===== src/rtl/rx_tlp_trigger_gen.sv =====
// Decides when to issue RX DMA TLPs from the committed producer pointer:
// full 16-qword TLPs, a final TLP that closes the huge page, or a partial TLP after an idle timeout.
module rx_tlp_trigger_gen #(
   parameter int BUF_AW    = 9,
   parameter int HP_QWORDS = 262144,
   parameter int TIMEOUT   = 255
) (
   input  logic              clk,
   input  logic              reset,
   input  logic [BUF_AW:0]   wr_addr,
   input  logic              hp_ready,
   output logic              trigger_tlp,
   input  logic              trigger_tlp_ack,
   output logic              send_last_tlp,
   output logic              change_huge_page,
   input  logic              change_huge_page_ack,
   output logic [4:0]        qwords_to_send
);

   localparam int PW  = BUF_AW + 1;
   localparam int HPW = $clog2(HP_QWORDS) + 1;
   // Common width for the min() so that no operand is truncated before comparison.
   localparam int MW  = (PW > HPW) ? PW : HPW;
   localparam int CW  = ((MW > 5) ? MW : 5) + 1;

   localparam logic [CW-1:0]  MAX_TLP = CW'(16);
   localparam logic [HPW-1:0] HP_LOAD = HPW'(HP_QWORDS);
   localparam logic [7:0]     TO_VAL  = 8'(TIMEOUT);

   typedef enum logic [2:0] {
      NEED_HP,
      CHG_REQ,
      IDLE,
      TRIG_REQ,
      LAST_REQ
   } state_t;

   state_t          state, state_next;
   logic [PW-1:0]   issue_addr, issue_addr_next;
   logic [HPW-1:0]  hp_left, hp_left_next;
   logic [7:0]      timer, timer_next;
   logic [4:0]      qwords_next;
   logic            trigger_next, last_next, change_next;

   logic [PW-1:0]   avail;
   logic [CW-1:0]   avail_w, left_w, n_w;
   logic            n_nonzero, closes_page, issue_now;

   // Modular subtraction keeps avail correct across the pointer wrap.
   assign avail   = wr_addr - issue_addr;
   assign avail_w = CW'(avail);
   assign left_w  = CW'(hp_left);

   always_comb begin
      n_w = (avail_w < MAX_TLP) ? avail_w : MAX_TLP;
      if (left_w < n_w) begin
         n_w = left_w;
      end
   end

   assign n_nonzero   = (n_w != '0);
   assign closes_page = (n_w == left_w) && n_nonzero;
   assign issue_now   = (n_w == MAX_TLP) || closes_page || ((timer >= TO_VAL) && n_nonzero);

   always_comb begin
      state_next      = state;
      issue_addr_next = issue_addr;
      hp_left_next    = hp_left;
      qwords_next     = qwords_to_send;

      if ((avail == '0) || trigger_tlp_ack || change_huge_page_ack) begin
         timer_next = 8'd0;
      end else if ((state == IDLE) && (timer != 8'hFF)) begin
         timer_next = timer + 8'd1;
      end else begin
         timer_next = timer;
      end

      case (state)
         NEED_HP: begin
            if (hp_ready) begin
               state_next = CHG_REQ;
            end
         end
         CHG_REQ: begin
            if (change_huge_page_ack) begin
               hp_left_next = HP_LOAD;
               state_next   = IDLE;
            end
         end
         IDLE: begin
            if (issue_now) begin
               qwords_next = n_w[4:0];
               state_next  = closes_page ? LAST_REQ : TRIG_REQ;
            end
         end
         TRIG_REQ: begin
            if (trigger_tlp_ack) begin
               issue_addr_next = issue_addr + PW'(qwords_to_send);
               hp_left_next    = hp_left - HPW'(qwords_to_send);
               state_next      = IDLE;
            end
         end
         LAST_REQ: begin
            if (change_huge_page_ack) begin
               issue_addr_next = issue_addr + PW'(qwords_to_send);
               hp_left_next    = '0;
               state_next      = NEED_HP;
            end
         end
         default: begin
            state_next = NEED_HP;
         end
      endcase

      // Request outputs are a pure function of the state they lead to, so they are mutually exclusive.
      trigger_next = (state_next == TRIG_REQ);
      last_next    = (state_next == LAST_REQ);
      change_next  = (state_next == CHG_REQ);
   end

   always_ff @(posedge clk) begin
      if (reset) begin
         state            <= NEED_HP;
         issue_addr       <= '0;
         hp_left          <= '0;
         timer            <= 8'd0;
         qwords_to_send   <= 5'd0;
         trigger_tlp      <= 1'b0;
         send_last_tlp    <= 1'b0;
         change_huge_page <= 1'b0;
      end else begin
         state            <= state_next;
         issue_addr       <= issue_addr_next;
         hp_left          <= hp_left_next;
         timer            <= timer_next;
         qwords_to_send   <= qwords_next;
         trigger_tlp      <= trigger_next;
         send_last_tlp    <= last_next;
         change_huge_page <= change_next;
      end
   end

endmodule


===== config.mk =====
export PLATFORM = sky130hd
export DESIGN_NAME = rx_tlp_trigger_gen
export DESIGN_NICKNAME = d
export VERILOG_FILES = /design/src/rtl/rx_tlp_trigger_gen.sv
export SDC_FILE = /design/constraint.sdc
export NUM_CORES = 1
export LEC_CHECK = 0
export CAP_MARGIN = 20
export CELL_PAD_IN_SITES_DETAIL_PLACEMENT = 0
export CELL_PAD_IN_SITES_GLOBAL_PLACEMENT = 1
export CORE_MARGIN = 5
export CORE_UTILIZATION = 30
export DETAILED_ROUTE_END_ITERATION = 6
export PLACE_DENSITY = 0.59
export SETUP_SLACK_MARGIN = 0.02
export SLEW_MARGIN = 0
export SYNTH_ARGS = -nofsm -noshare
export SYNTH_HDL_FRONTEND = slang
export SYNTH_SLANG_ARGS = --single-unit

===== constraint.sdc =====
create_clock -name clk -period 4.85 [get_ports clk]
set_clock_uncertainty 0.2 [all_clocks]
set_input_delay 0.485 -clock clk [delete_from_list [all_inputs] [get_ports clk]]
set_output_delay 0.485 -clock clk [all_outputs]
set_load 0.02 [all_outputs]

==> summary.txt, run 1 <==
Detailed routing
  – Final wirelength: 8370 µm
  – DR DRC count: 0
  – DR WL/cell: ~14 µm
  – Via count: 2915
  – DRT Pass-1 Iters: 4
  – Final ANT Viol Nets: 0
  – Iteration-0 DRC count of the detailed router: 94
  – Drt via density: 4.97

Global routing
  – Largest net degree at the start of global routing: 28
  – Initial antenna violation count: 0
  – Remaining global-route overflow: 0
  – First-pass GRT wire length: 13700 µm
  – GRT Total Usage: between 10% and 20%
  – Vias in the first global route: slightly below 3000

Setup path
  – Crit path required time: 4900 ps
  – CP Capture Type: register
  – Critical path type: primary input to register
  – R2R cell count: 25
  – CP Max Fanout: 5
  – CP Launch Type: primary input
  – Crit path arrival time: 4610 ps

Floorplan
  – Initial core utilization: 30.6%
  – Total die area: 13300 µm²
  – Core area: 10800 µm²
  – # IOs: 23
  – Rows: 38
  – Die height: between 100 and 150 µm
  – Die X: 115 µm

Clock network
  – Clk_lat worst skew: 310 ps
  – CTS tree: done
  – H-tree depth: 2
  – CTS Buffer Depth: 2
  – CTS Root Cell: clkbuf_8
  – Sink Count: 48
  – Inserted Clock Buffers: 5
  – Worst-path clk slew: 100 ps

Timing
  – Fmax: 0.219 GHz
  – Relative slew slack: ~59%
  – Tmin final: 4560 ps
  – Count of pins over their slew limit: 0
  – Crit share post-route: 94.1%
  – Fin. Hold Viols: 0
  – Slew @ Worst Pin: 615 ps
  – PnR worst setup slack: 287 ps
  – Setup Viol. Count Final: 0

Synthesis
  – Ys flop type: dfxtp_1
  – Post-synth EDFFs: 0
  – Mux contribution to synthesized area: 3.28%
  – Simple-Gate Fraction of Synth Area: 23.1%
  – Gate Count Post-Synth: slightly below 400
  – Compound-Gate Fraction of Synth Area: about a fifth
  – Register area share after synthesis: 28.9%
  – Unique cell type count in the Yosys netlist: 66
  – Fraction of registers with async set/reset: 0%
  – Post-Synth Adder-Cell Area: 12.7%
  – Largest family of logic cells by synthesized area: simple AND/OR/NAND/NOR gates
  – Mean Syn Cell Area: about 8.5 µm²
  – Yosys reg bits: 48
  – Post-Synth XOR/XNOR Area: 8.71%
  – Yosys warns: 0
  – Mapped Area: 3320 µm²

Placement
  – DP HPWL: 6490 µm
  – GPL Wtd Cong: 0.787
  – DP Worst Slack: -412 ps
  – Placed Area: 3880 µm²
  – IO Port Bufs: 22

Pwr
  – P_int: between 800 and 900 µW
  – Clock power frac: around 25%
  – Switch Pwr: 425 µW
  – Total power: 1230 µW
  – Sequential Power Share: a little over a third
  – Combinational share of power: 40.3%
  – Switching Fraction: 34.4%
  – PD cells: 292 nW/µm²
  – Pleak: 0.00160 µW
  – Worst VDD drop: 140 µV

Finish
  – FILL cells: 1138
  – Layout cells sized above 1: 19.5%
  – Finished layout cell area: 4230 µm²
  – Layout area overhead: 27.5%
  – Finished Core Util: 39.0%
  – Diodes inserted: 0
  – Final #Nets: between 400 and 500

Job
  – Total of max-cap violations: 0

Hold path
  – Hold Crit Class: register to register
  – Hold path cells: 2

Run status
  – Status: finished, final reports clean
==> repair_timing <==
| action | in CTS | in global routing |
|---|---|---|
| setup buffers | 3 | 3 |
| setup endpoints to repair | 8 | 11 |
| hold buffers | 0 | 0 |
| pin swaps | 5 | 30 |
| gates resized for setup | 5 | 35 |
==> cell families after synthesis <==
logic type | Yosys count
AND/OR/NAND/NOR | 144
AO/OA/AOI/OAI | 92
flip-flops | 48
XOR/XNOR | 33
adder cells (fa/ha/maj) | 32
buffers and inverters | 31
multiplexers | 10
other | 1
==> registers in the layout, indices dropped and copies added, names as in the netlist <==
register and flops:
send_last_tlp 1, change_huge_page 1, issue_addr 10, qwords_to_send 5, state 3, timer 8, hp_left 19, trigger_tlp 1
==> routing by layer <==
layer  part of all wire, %  global-route usage [%]
met5                     0                       0
met2                    51                    23.6
met3                   2.2                    2.37
met1                    46                    15.4
met4                   1.2                    2.90
==> Yosys cell counts, types with 2 or more instances <==
| cell | n | area (µm²) |
|---|---|---|
| nor2_1 | 51 | 191 |
| dfxtp_1 | 48 | 961 |
| a21oi_1 | 29 | 145 |
| ha_1 | 29 | 363 |
| xnor2_1 | 21 | 184 |
| inv_1 | 20 | 75.1 |
| nor3_1 | 14 | 70.1 |
| nand2_1 | 13 | 48.8 |
| xor2_1 | 12 | 105 |
| nor2b_1 | 10 | 62.6 |
| o21ai_0 | 9 | 45.0 |
| or3_1 | 9 | 56.3 |
| nand2b_1 | 8 | 50.1 |
| o21ai_1 | 8 | 40.0 |
| a21o_1 | 7 | 52.6 |
| clkbuf_1 | 7 | 26.3 |
| mux2i_1 | 6 | 60.1 |
| nand3_1 | 6 | 30.0 |
| nand4_1 | 6 | 37.5 |
| a211oi_1 | 5 | 37.5 |
| nor4_1 | 5 | 31.3 |
| o21a_1 | 5 | 37.5 |
| or4_1 | 5 | 37.5 |
| a31oi_1 | 4 | 25.0 |
| a22oi_1 | 3 | 22.5 |
| a311oi_1 | 3 | 26.3 |
| fa_1 | 3 | 60.1 |
| a32oi_1 | 2 | 17.5 |
| and2_1 | 2 | 12.5 |
| and3_1 | 2 | 12.5 |
| and4_1 | 2 | 17.5 |
| mux2_2 | 2 | 22.5 |
| o22ai_1 | 2 | 12.5 |
==> path summary, 6_finish.rpt <==
kind | to | slack [ps] | start
setup / recovery | qwords_to_send[0]$_SDFFE_PP0P_ | 290 | wr_addr[2]
hold / removal | issue_addr[5]$_SDFFE_PP0P_ | 300 | issue_addr[5]$_SDFFE_PP0P_
setup reg to reg | qwords_to_send[0]$_SDFFE_PP0P_ | 440 | issue_addr[2]$_SDFFE_PP0P_
hold reg to reg | issue_addr[5]$_SDFFE_PP0P_ | 300 | issue_addr[5]$_SDFFE_PP0P_
==> placed cells by master, fill, tap and decap left out, drive strengths merged, types with 2 or more instances in the layout <==
master and count:
dfxtp 48, a2bb2oi 2, and4 2, o21a 5, a22oi 3, and3 2
nor4 5, a21oi 29, conb 5, nand4 6, a32oi 2, xnor2 21
fa 3, o21ai 18, mux2 4, a21o 7, nor3 15, or3 9
mux2i 6, o22ai 3, a311oi 3, nor2b 10, ha 29, xor2 12
or2 3, clkdlybuf4s50 21, or4 6, and2 2, nor2 51, nand3 6
a31oi 5, nand2b 8, a211oi 5, clkbuf 5, nand2 14, buf 32
inv 22
==> final cells by class <==
| type | count | area (µm²) | area share (%) |
|---|---|---|---|
| multi-input cells | 316 | 2430 | 57.4 |
| flip-flops and latches | 48 | 961 | 22.7 |
| repair buffers | 54 | 474 | 11.2 |
| well taps | 140 | 175 | 4.14 |
| inverters | 21 | 78.8 | 1.86 |
| clock buffers | 5 | 68.8 | 1.63 |
| clock inverters | 3 | 46.3 | 1.09 |
==> power by group through the flow <==
stage | Clock (µW) | Sequential, µW | Combinational (µW)
global route | 330 | 437 | 546
CTS | 315 | 433 | 436
floorplan | 0 | 439 | 285
finish | 304 | 433 | 498
global placement | 0 | 442 | 416
detailed placement | 0 | 442 | 417
==> critical path, cell delays in order <==
cell and delay (ps):
clkdlybuf4s50_1 400, ha_1 300, nor2b_2 160, o22a_1 230, buf_6 140, nor3b_1 220
o21ai_2 120, a2111oi_4 350, nand2_4 140, nor2_4 110, inv_1 50, ha_1 190
a21o_1 160, nand3_2 90, a21oi_4 60, nor3_4 270, and2_4 200, buf_4 140
a2bb2oi_2 80, buf_4 140, buf_4 120, buf_4 120, nor2_1 120, o21ai_1 70
a21oi_1 150
==> per-stage QoR <==
step           setup TNS (ps)  cells  hold WS, ps
3_5_place_dp            -3660    573          274
6_report                    0    587          299
3_3_place_gp            -2960    573          268
4_1_cts                     0    584          302
2_1_floorplan               0    395          252
5_1_grt                 -81.0    587          340
Power figures use the tool's default switching activity.
==> inputs of run 2 (changes only) <==
--- a/config.mk
+++ b/config.mk
@@ -8,8 +8,9 @@
 export CAP_MARGIN = 20
 export CELL_PAD_IN_SITES_DETAIL_PLACEMENT = 0
 export CELL_PAD_IN_SITES_GLOBAL_PLACEMENT = 1
-export CORE_MARGIN = 5
+export CORE_MARGIN = 2
 export CORE_UTILIZATION = 30
+export CTS_CLUSTER_SIZE = 16
 export DETAILED_ROUTE_END_ITERATION = 6
 export PLACE_DENSITY = 0.59
 export SETUP_SLACK_MARGIN = 0.02
@@ -17,3 +18,4 @@
 export SYNTH_ARGS = -nofsm -noshare
 export SYNTH_HDL_FRONTEND = slang
 export SYNTH_SLANG_ARGS = --single-unit
+export TNS_END_PERCENT = 1
==> summary.txt, run 2 (synthesized netlist as in run 1, its figures left out) <==
Job
  – Total of max-cap violations: 0 (unchanged)

Setup path
  – Critical path type: primary input to register
  – CP Capture Type: register
  – CP Launch Type: primary input
  – CP Max Fanout: 6 (+1)
  – Crit path required time: 4870 ps (-30 ps)
  – Crit path arrival time: 4670 ps (+60 ps)

Detailed routing
  – Final wirelength: 8340 µm (-0.41%)
  – DRT Pass-1 Iters: 4 (unchanged)
  – DR DRC count: 0 (unchanged)
  – DR WL/cell: 14.2 µm (-0.24%)
  – Via count: 2907 (-0.27%)
  – Routed wl met2: 4130 µm (-2.4%)
  – Final ANT Viol Nets: 0 (unchanged)
  – WL met3: 188 µm (+0.53%)
  – WL met1: 3940 µm (+2.2%)
  – Iteration-0 DRC count of the detailed router: 132 (+40%)
  – Highest Signal Layer: met4
  – Drt via density: 4.96 (-0.10%)

Clock network
  – Clk_lat worst skew: 300 ps (about the same)
  – Hold buffers post-CTS: 0 (unchanged)
  – Inserted Clock Buffers: 5 (unchanged)
  – CTS Root Cell: clkbuf_8
  – H-tree depth: 2 (unchanged)
  – Sink Count: 48 (unchanged)
  – CTS tree: done
  – CTS Buffer Depth: 2 (unchanged)
  – Worst-path clk slew: 100 ps (about the same)

Timing
  – Slew @ Worst Pin: 583 ps (-32.6 ps)
  – Fin. Hold Viols: 0 (unchanged)
  – Relative slew slack: 60.9% (+2.2 points)
  – Count of pins over their slew limit: 0 (unchanged)
  – Setup_tns: 0 ps (unchanged)
  – Fmax: 0.215 GHz (-1.9%)
  – Setup Viol. Count Final: 0 (unchanged)
  – Tmin final: 4650 ps (+86.9 ps)
  – Crit share post-route: 95.9% (+1.8 points)

Floorplan
  – Total die area: 11900 µm² (-10%)
  – Die X: 109 µm (-5.2%)
  – Core area: 10800 µm² (unchanged)
  – Initial core utilization: 30.6% (unchanged)
  – Die height: 109 µm (-5.2%)
  – Rows: 38 (unchanged)
  – # IOs: 23 (unchanged)

Pwr
  – PD cells: 314 nW/µm² (+7.6%)
  – Total power: 1330 µW (+7.4%)
  – Pleak: 0.00161 µW (+0.50%)
  – Worst VDD drop: 143 µV (+2.5%)

Placement
  – IO Port Bufs: 22 (unchanged)
  – GPL Wtd Cong: 0.845 (+7.4%)
  – DP HPWL: 6420 µm (-1.0%)
  – Placed Area: 3870 µm² (-0.19%)

Finish
  – Top Registers: hp_left x19, issue_addr x10, timer x8
  – Max reg flops: 19 (unchanged)
  – Finished layout cell area: 4220 µm² (-0.27%)
  – Layout cells sized above 1: 17.5% (-2.0 points)
  – Commonest non-fill, non-tap cell in the layout: nor2_1
  – Final #Nets: 492 (-0.20%)
  – Finished Core Util: 38.9% (-0.10 points)
  – Reg with most FFs: hp_left
  – Layout area overhead: 27.2%
  – Sequential cell area: 961 µm² (unchanged)
  – Multi-input logic area: 2380 µm² (-1.8%)
  – FILL cells: 1116 (-1.9%)
  – Most frequent cells in the layout: nor2_1, dfxtp_1, buf_4, ha_1, a21oi_1
  – Diodes inserted: 0 (unchanged)

Global routing
  – Largest net degree at the start of global routing: 28 (unchanged)
  – Remaining global-route overflow: 0 (unchanged)
  – Vias in the first global route: 2752 (-4.9%)
  – First-pass GRT wire length: 13300 µm (-3.6%)
  – GRT Total Usage: 14.2% (+1.4 points)
  – Initial antenna violation count: 0 (unchanged)

Hold path
  – Hold Crit Class: register to register

Run status
  – Status: finished, final reports clean
==> run 2: final cells by class <==
class | instances | share of cell area (%)
Tap cell | 140 | 4.15
Clock inverter | 3 | 2.13
Multi-Input combinational cell | 316 | 56.5
Clock buffer | 5 | 1.63
Sequential cell | 48 | 22.8
Timing Repair Buffer | 53 | 11.0
Inverter | 21 | 1.87
==> run 2: report_power, final <==
part | internal [µW] | total (µW) | switching (µW)
Clock | 258 | 403 | 145
Sequential | 410 | 433 | 23.0
Combinational | 239 | 490 | 250
Total | 908 | 1330 | 418
==> run 2: worst max-delay path, cell delays in order <==
cell and delay (ps):
clkdlybuf4s50_1 410, ha_1 300, nor2b_2 160, o22a_1 240, buf_4 160, nor3b_1 220
o21ai_2 100, a2111oi_4 400, nand2_4 130, nor2_4 110, inv_1 50, ha_1 170
a21o_1 170, nand3_1 90, a21oi_2 70, nor3_4 220, o21ai_2 110, a32oi_2 230
o21ai_4 110, buf_6 140, a31oi_4 280, a21oi_2 90, a311oi_1 230
==> run 2: timing repair <==
item                       in CTS  in global routing
cloned                          0                  0
resized for setup               5                 26
setup endpoints to repair       8                 11
pin swaps                       2                 21
setup buffers                   2                  4
==> run 2: final timing paths <==
check / slack, ps / endpoint / cells after the start / start
worst max register to register: 350 / qwords_to_send[1]$_SDFFE_PP0P_ / 23 / issue_addr[2]$_SDFFE_PP0P_
worst max-delay path: 200 / qwords_to_send[1]$_SDFFE_PP0P_ / 23 / wr_addr[2]
worst min register to register: 300 / issue_addr[5]$_SDFFE_PP0P_ / 2 / issue_addr[5]$_SDFFE_PP0P_
worst min-delay path: 300 / issue_addr[5]$_SDFFE_PP0P_ / 2 / issue_addr[5]$_SDFFE_PP0P_
==> run 2: metal layers <==
metal / up-vias / track usage, %
met4: 0 / 3.07
met2: 34 / 25.5
li1: 1511 / -
met1: 1356 / 18.1
met3: 6 / 1.97
met5: - / 0
==> run 2: per-stage QoR <==
stage	setup WS, ps	hold slack (ps)	cells
finish	201	299	586
global route	-58.0	331	586
CTS	5.89	296	582
detailed placement	-376	281	572
global placement	-330	268	572
floorplan	250	252	395
==> inputs of run 3 (changes only) <==
--- a/config.mk
+++ b/config.mk
@@ -9,11 +9,12 @@
 export CELL_PAD_IN_SITES_DETAIL_PLACEMENT = 0
 export CELL_PAD_IN_SITES_GLOBAL_PLACEMENT = 1
 export CORE_MARGIN = 2
-export CORE_UTILIZATION = 30
+export CORE_UTILIZATION = 41
 export CTS_CLUSTER_SIZE = 16
 export DETAILED_ROUTE_END_ITERATION = 6
-export PLACE_DENSITY = 0.59
+export PLACE_DENSITY = 0.84
 export SETUP_SLACK_MARGIN = 0.02
+export SKIP_CTS_REPAIR_TIMING = 1
 export SLEW_MARGIN = 0
 export SYNTH_ARGS = -nofsm -noshare
 export SYNTH_HDL_FRONTEND = slang
==> summary.txt, run 3 (synthesized netlist as in run 1, its figures left out) <==
Clock network
  – Inserted Clock Buffers: 5 (unchanged)
  – CTS tree: done
  – Worst-path clk slew: 90 ps (about the same)
  – Clk_lat worst skew: 310 ps (about the same)
  – Sink Count: 48 (unchanged)
  – H-tree depth: 2 (unchanged)
  – CTS Root Cell: clkbuf_8
  – CTS Buffer Depth: 2 (unchanged)

Setup path
  – Crit path required time: 4870 ps (about the same)
  – CP Launch Type: primary input
  – Crit path arrival time: 4590 ps (-80 ps)
  – CP Max Fanout: 5 (-1)
  – R2R cell count: 20 (-13%)
  – CP top delay family: compound AO/OA/AOI/OAI gates
  – Max incr delay on CP: 470 ps (+60 ps)
  – Cells along the critical path: clkdlybuf4s50_1 > inv_1 > fa_2 > nor2b_2 > o22a_1 > o311a_1 > o21ai_2 > a2111oi_4 > nand2_4 > or2_4 > ha_4 > a21oi_2 > nor3_2 > nor3_4 > buf_4 > a32oi_2 > o21ai_4 > buf_6 > a31oi_4 > buf_6 > a311oi_1
  – Buf/Inv on CP: 5 (+1)
  – CP max-delay cell: clkdlybuf4s50_1
  – Critical path type: primary input to register
  – Register-to-register setup slack: 400 ps (+50 ps)
  – Worst reg2reg endpoint: qwords_to_send[1]$_SDFFE_PP0P_
  – CP Capture Type: register
  – Top cell by count, worst path: buf_6
  – Reg-to-reg startpoint: issue_addr[0]$_SDFFE_PP0P_

Timing
  – RSZ-0062 raised after global routing: no
  – Count of pins over their slew limit: 0 (unchanged)
  – Fin. Hold Viols: 0 (unchanged)
  – Tmin final: 4570 ps (-79.2 ps)
  – Setup Viol. Count Final: 0 (unchanged)
  – Slew @ Worst Pin: 590 ps (+7.53 ps)
  – Setup_tns: 0 ps (unchanged)
  – Fmax: 0.219 GHz (+1.7%)
  – PnR worst setup slack: 280 ps (+79.2 ps)
  – Relative slew slack: 60.4% (-0.51 points)
  – Crit share post-route: 94.2% (-1.6 points)

Detailed routing
  – DRT Pass-1 Iters: 4 (unchanged)
  – Final ANT Viol Nets: 0 (unchanged)
  – DR DRC count: 0 (unchanged)
  – Final wirelength: 7840 µm (-6.0%)
  – DR WL/cell: 14.5 µm (+2.1%)
  – Via count: 2916 (+0.31%)
  – Iteration-0 DRC count of the detailed router: 112 (-15%)
  – Drt via density: 5.40 (+8.9%)

Finish
  – Non-filler cells, final: 540 (-7.8%)
  – Reg with most FFs: hp_left
  – Layout area overhead: 23.2%
  – Top Registers: hp_left x19, issue_addr x10, timer x8
  – Final #Nets: 484 (-1.6%)
  – Most frequent cells in the layout: nor2_1, dfxtp_1, a21oi_1, ha_1
  – Max reg flops: 19 (unchanged)
  – Layout cells sized above 1: 16.2% (-1.3 points)
  – Diodes inserted: 0 (unchanged)

Hold path
  – Hold endpoint: issue_addr[5]$_SDFFE_PP0P_
  – Hold path cells: 2 (unchanged)
  – Hold Startpoint: issue_addr[5]$_SDFFE_PP0P_
  – Hold Crit Class: register to register

Floorplan
  – # IOs: 23 (unchanged)
  – Total die area: 8830 µm² (-26%)
  – Die height: 94.0 µm (-14%)
  – Die X: 94.0 µm (-14%)
  – Initial core utilization: 42.7% (+12 points)
  – Rows: 32 (-16%)
  – Core area: 7770 µm² (-28%)

Global routing
  – GRT Total Usage: 18.4% (+4.1 points)
  – Vias in the first global route: 2812 (+2.2%)
  – Initial antenna violation count: 0 (unchanged)
  – Remaining global-route overflow: 0 (unchanged)
  – Largest net degree at the start of global routing: 28 (unchanged)
  – First-pass GRT wire length: 13000 µm (-2.2%)

Pwr
  – P_int: 790 µW (-13%)
  – Sequential Power Share: 36.3% (+3.6 points)
  – Combinational share of power: 39.2% (+2.3 points)
  – Worst VDD drop: 188 µV (+31%)
  – Switch Pwr: 404 µW (-3.2%)
  – Switching Fraction: 33.9% (+2.4 points)
  – PD cells: 292 nW/µm² (-7.0%)
  – Clock power frac: 24.6% (-5.8 points)
  – Pleak: 0.00155 µW (-3.6%)

Placement
  – IO Port Bufs: 22 (unchanged)
  – DP Worst Slack: -430 ps (-53.7 ps)
  – DP HPWL: 5920 µm (-7.8%)
  – GPL Wtd Cong: 0.843 (-0.24%)
  – Placed cell count: 528 (-7.7%)

Job
  – Total of max-cap violations: 0 (unchanged)

Run status
  – Status: finished, final reports clean
run 3: layer usage:
metal	global-route usage, %	vias up	share of wire, %
met3	2.81	10	2.5
li1	-	1499	-
met4	5.80	0	2.0
met1	22.4	1373	45
met5	0	-	0
met2	32.9	34	51
run 3: worst min-delay path, delay by kind of cell (launching register included):
family             cells  cell delay [ps]
AOI/OAI and AO/OA      2              130
DFF                    1              320
run 3: area by class of cell:
| type | instances | area (µm²) |
|---|---|---|
| flip-flops and latches | 48 | 961 |
| clock inverters | 3 | 42.5 |
| inverters | 21 | 78.8 |
| multi-input cells | 316 | 2390 |
| clock buffers | 5 | 68.8 |
| repair buffers | 45 | 423 |
| well taps | 102 | 128 |
| fillers | 743 | 3680 |
run 3: stage by stage:
step | hold slack [ps] | instance area [µm²] | total power, µW | utilization (%)
3_5_place_dp | 277 | 3780 | 844 | 48.7
6_report | 288 | 4090 | 1190 | 52.7
3_3_place_gp | 266 | 3780 | 838 | 48.7
2_1_floorplan | 252 | 3330 | 725 | -
4_1_cts | 290 | 3890 | 1140 | 50.1
5_1_grt | 314 | 4090 | 1270 | 52.7
run 3: power by group through the flow:
| stage | combinational (µW) | clock, µW | sequential (µW) |
|---|---|---|---|
| global placement | 398 | 0 | 441 |
| floorplan | 285 | 0 | 439 |
| finish | 468 | 294 | 433 |
| CTS | 405 | 303 | 432 |
| detailed placement | 403 | 0 | 441 |
| global route | 510 | 320 | 436 |
run 3: worst max path at each step:
stage	from	to	slack, ps	cells after the start
2_1_floorplan	wr_addr[0]	qwords_to_send[1]$_SDFFE_PP0P_	250	20
3_3_place_gp	wr_addr[0]	qwords_to_send[1]$_SDFFE_PP0P_	-250	21
3_5_place_dp	wr_addr[0]	qwords_to_send[1]$_SDFFE_PP0P_	-430	21
4_1_cts	wr_addr[0]	qwords_to_send[3]$_SDFFE_PP0P_	-110	24
5_1_grt	wr_addr[1]	qwords_to_send[1]$_SDFFE_PP0P_	70	20
6_report	wr_addr[1]	qwords_to_send[1]$_SDFFE_PP0P_	280	21
